===== config.mk =====
export PLATFORM = sky130hd
export DESIGN_NAME = time_keeper
export DESIGN_NICKNAME = d
export VERILOG_FILES = /design/src/rtl/tk_pkg.sv /design/src/rtl/bcd_counter.sv /design/src/rtl/time_keeper.sv
export SDC_FILE = /design/constraint.sdc
export NUM_CORES = 1
export LEC_CHECK = 0
export CAP_MARGIN = 20
export CORE_MARGIN = 2
export CORE_UTILIZATION = 56
export DETAILED_ROUTE_END_ITERATION = 12
export GPL_ROUTABILITY_DRIVEN = 0
export PLACE_DENSITY = 0.84
export RECOVER_POWER = 50
export SETUP_SLACK_MARGIN = 0.1
export SLEW_MARGIN = 10
export SYNTH_ARGS = -nofsm -noshare
export SYNTH_HDL_FRONTEND = slang
export SYNTH_HIERARCHICAL = 1
export SYNTH_SLANG_ARGS = --single-unit
export TNS_END_PERCENT = 1

===== constraint.sdc =====
create_clock -name clk -period 2.1 [get_ports clk]
set_input_delay 0.525 -clock clk [delete_from_list [all_inputs] [get_ports clk]]
set_output_delay 0.525 -clock clk [all_outputs]
set_load 0.005 [all_outputs]

===== src/rtl/tk_pkg.sv =====
// rtl/tk_pkg.sv - shared limits, channel indices and BCD increment helper for time_keeper
package tk_pkg;

  localparam logic [7:0] SEC_MAX  = 8'h59;
  localparam logic [7:0] MIN_MAX  = 8'h59;
  localparam logic [7:0] HR24_MAX = 8'h23;
  localparam logic [7:0] HR12_MAX = 8'h12;
  localparam logic [7:0] HR12_MIN = 8'h01;
  localparam int         SYNC_STAGES = 2;
  localparam int         NUM_CH      = 3;

  typedef enum logic [1:0] {
    CH_SEC = 2'd0,
    CH_MIN = 2'd1,
    CH_HR  = 2'd2
  } tk_chan_e;

  // Callers never pass a value at its limit, so only the low-digit carry matters.
  function automatic logic [7:0] bcd_inc(input logic [7:0] v);
    if (v[3:0] == 4'd9) begin
      return {v[7:4] + 4'd1, 4'd0};
    end
    return {v[7:4], v[3:0] + 4'd1};
  endfunction

endpackage


===== src/rtl/bcd_counter.sv =====
// rtl/bcd_counter.sv - packed-BCD counter MIN_VAL..MAX_VAL with a one-cycle wrap pulse
module bcd_counter
  import tk_pkg::*;
#(
  parameter logic [7:0] MIN_VAL = 8'h00,
  parameter logic [7:0] MAX_VAL = 8'h59,
  parameter logic [7:0] RST_VAL = 8'h00
) (
  input  logic       clk,
  input  logic       rst_n,
  input  logic       inc,
  output logic [7:0] value,
  output logic       wrap
);

  // wrap is high exactly in the cycle where value first shows MIN_VAL after MAX_VAL.
  always_ff @(posedge clk or negedge rst_n) begin
    if (!rst_n) begin
      value <= RST_VAL;
      wrap  <= 1'b0;
    end else begin
      wrap <= 1'b0;
      if (inc) begin
        if (value == MAX_VAL) begin
          value <= MIN_VAL;
          wrap  <= 1'b1;
        end else begin
          value <= bcd_inc(value);
        end
      end
    end
  end

endmodule


===== src/rtl/time_keeper.sv =====
// rtl/time_keeper.sv - independent BCD second/minute/hour counters driven by level requests
// Define TK_12H_EN for 01-12 hours with a pm flag; default is 00-23 with pm tied low.
module time_keeper
  import tk_pkg::*;
(
  input  logic       clk,
  input  logic       rst,
  input  logic       clk_s,
  input  logic       clk_m,
  input  logic       clk_h,
  output logic [7:0] second,
  output logic [7:0] minute,
  output logic [7:0] hour,
  output logic       s_bit,
  output logic       m_bit,
  output logic       pm
);

  logic [NUM_CH-1:0]                   req;
  logic [SYNC_STAGES-1:0][NUM_CH-1:0]  sync_q;
  logic [NUM_CH-1:0]                   prev_q;
  logic [NUM_CH-1:0]                   strobe_q;
  logic                                hr_wrap_unused;

  assign req = {clk_h, clk_m, clk_s};

  // Flops reset high so a request held across reset release never looks like an edge.
  // The strobe is registered, giving the three-edge request-to-count latency.
  always_ff @(posedge clk or negedge rst) begin
    if (!rst) begin
      sync_q   <= '1;
      prev_q   <= '1;
      strobe_q <= '0;
    end else begin
      sync_q   <= {sync_q[SYNC_STAGES-2:0], req};
      prev_q   <= sync_q[SYNC_STAGES-1];
      strobe_q <= sync_q[SYNC_STAGES-1] & ~prev_q;
    end
  end

  bcd_counter #(.MIN_VAL(8'h00), .MAX_VAL(SEC_MAX), .RST_VAL(8'h00)) u_sec (
    .clk   (clk),
    .rst_n (rst),
    .inc   (strobe_q[CH_SEC]),
    .value (second),
    .wrap  (s_bit)
  );

  bcd_counter #(.MIN_VAL(8'h00), .MAX_VAL(MIN_MAX), .RST_VAL(8'h00)) u_min (
    .clk   (clk),
    .rst_n (rst),
    .inc   (strobe_q[CH_MIN]),
    .value (minute),
    .wrap  (m_bit)
  );

`ifdef TK_12H_EN
  bcd_counter #(.MIN_VAL(HR12_MIN), .MAX_VAL(HR12_MAX), .RST_VAL(HR12_MAX)) u_hr (
    .clk   (clk),
    .rst_n (rst),
    .inc   (strobe_q[CH_HR]),
    .value (hour),
    .wrap  (hr_wrap_unused)
  );

  // pm flips when the hour steps from 11 to 12, in the same cycle the hour updates.
  always_ff @(posedge clk or negedge rst) begin
    if (!rst) begin
      pm <= 1'b0;
    end else if (strobe_q[CH_HR] && (hour == HR12_MAX - 8'h01)) begin
      pm <= ~pm;
    end
  end
`else
  bcd_counter #(.MIN_VAL(8'h00), .MAX_VAL(HR24_MAX), .RST_VAL(8'h00)) u_hr (
    .clk   (clk),
    .rst_n (rst),
    .inc   (strobe_q[CH_HR]),
    .value (hour),
    .wrap  (hr_wrap_unused)
  );

  assign pm = 1'b0;
`endif

endmodule


==> results.md <==
* DRT iter0 DRCs at 42
* Clock latency on the worst-skew pair at 340 ps
* Via count at 1273
* First-pass GRT wire length at 5340 um
* Drt pass-1 iters at 4
* Syn Area/Cell at 11.5 um^2
* Antenna-violating nets left at 0
* Setup CP Type: reg2out
* Setup total negative slack at 0 ps
* Crit path cell chain: clkdlybuf4s50_1
* # IOs at 32
* CP top delay family: buffers and inverters
* Synth warn at 6
* Sink Count at 38
* Worst clock skew at 13.3 ps
* CP max FO at 8
* Non-Filler Instances at 234
* Die area at 3680 um^2
* Total GRT Usage at 19.5%
* Slew HR at 55.1%
* Area growth syn-to-layout at 19.3%
* Final worst slack at 234 ps
* Fin. Hold Viols at 0
* Longest Clk Path Bufs at 2
* Worst hold path class: in2async
* Placed cell count at 226
* Fin crit period at approximately 1900 ps
* Number of global-route vias before repair at 1267
* Layout Nets at a little over 200
* GRT overflow at 0
* Crit path DAT at ~1300 ps
* Static Leak at 0.962 nW
* PostCTS Resize Cnt at 0
* H-Tree Depth at 2
* Antenna diodes at 0
* Crit share post-route at about nine tenths
* Total CTS buffers at 5
* Layout cells sized above 1 at 12.1%
* Hold Worst Slack at 108 ps
* Port bufs at 30
* Final instance area at 2140 um^2
* Synthesized area at about 1800 um^2
* WP buf/inv at 1
* Cts hold-fix bufs at 0
* Mapped Cells at between 150 and 200
* Clock transition at path regs at 110 ps
* Syn_nets at 174
* Clk root buf: clkbuf_4
* Post-layout util at approximately 70%
* # Post-CTS Setup Buffers at 0
* Pins Over Slew Limit at 0
* Core area at between 3000 and 4000 um^2
* Die X at 60.7 um
* WL/cell at 13.3 um
* Initial antenna violation count at 0
* Tightest Pin Transition at between 600 and 700 ps
* Crit path launch type: register
* Place WS at ~450 ps
* PD cells at 1100 nW/um^2
* VDD IR-drop max at 0.774 mV
* Via density at approximately 5.4
* Run status: complete, no violations
* Largest net degree at the start of global routing at 30
* Design Power at 2.37 mW
* Slowest CP cell: clkdlybuf4s50_1
* # DRC at 0
* Reg2reg setup slack at 440 ps
* MaxCap Viol Count at 0
* Area of placed instances at 2110 um^2
* Largest stage delay on the critical path at roughly 540 ps
* Starting Density at 58.9%
* Setup Viol. Count Final at 0
* Drt total wl at approximately 3100 um
* HPWL Detailed at 2240 um
* Worst EP required at about 1600 ps
* Row Count at 20
* Die H at 60.7 um
* Fmax at 536 MHz
* Unrepaired setup endpoints after global routing: no
* Worst Setup End Kind: primary output
* CTS tree: built
## per-layer routing
layer	GRT usage [%]	part of all wire, %	vias up
li1	-	-	603
met1	24.0	46	627
met2	33.0	47	34
met3	4.48	4.7	9
met4	8.39	2.2	0
met5	0	0	-
## worst reg2reg max path, delay by kind of cell, from the launching register on
family,cells,cell delay (ps)
buffers and inverters,1,80
adder cells (fa/ha/maj),1,200
flip-flops,1,450
multiplexers,1,310
AND/OR/NAND/NOR,2,520
## placed cells by master (no fill, tap or decap), types with 2 or more instances in the layout
master and count:
dfrtp_1 29, clkdlybuf4s50_1 26, nand2_1 13, ha_1 12, o21ai_0 11, inv_1 10
nor2_1 8, dfstp_2 7, nand3b_1 6, nand3_1 6, clkbuf_4 5, nor2b_1 5
clkbuf_1 4, o22ai_1 4, and4b_1 4, nor2b_2 3, dlygate4sd3_1 3, o21ai_1 3
dfstp_1 2, xnor2_1 2, a31oi_1 2, nand4b_1 2, a22o_1 2, a21boi_0 2
nand4_2 2, mux2_4 2, xor2_1 2, a211oi_1 2
## sequential cells by signal, summed over array words and instances, names as in the netlist
| name | cells |
|---|---|
| u_hr/value | 8 |
| prev_q | 3 |
| u_min/value | 8 |
| strobe_q | 3 |
| u_sec/wrap | 1 |
| u_sec/value | 8 |
| sync_q | 6 |
| u_min/wrap | 1 |
## report_power, final
group	switching (mW)	leakage, nW	internal (mW)
clock	0.217	0.0265	0.134
sequential	0.252	0.458	0.903
combinational	0.339	0.477	0.521
total	0.808	0.962	1.56
## path summary, 6_finish.rpt
| check | start | end | cells past startpoint |
|---|---|---|---|
| min in group clk | sync_q[5] | prev_q[2] | 0 |
| setup reg to reg | u_sec/value[1] | u_sec/value[7] | 5 |
| setup / recovery | u_hr/value[2] | hour[2] | 1 |
| hold / removal | rst | u_hr/value[3] | 1 |
| hold reg to reg | sync_q[5] | prev_q[2] | 0 |
| max in group asynchronous | rst | strobe_q[0] | 2 |
## cell type report
class                           instances  area [um^2]
Clock buffer                            8         48.8
Fill cell                             242          908
Inverter                               10         37.5
Multi-Input combinational cell        103          742
Sequential cell                        38          962
Tap cell                               44         55.1
Timing Repair Buffer                   31          299
Power figures use the tool's default switching activity.
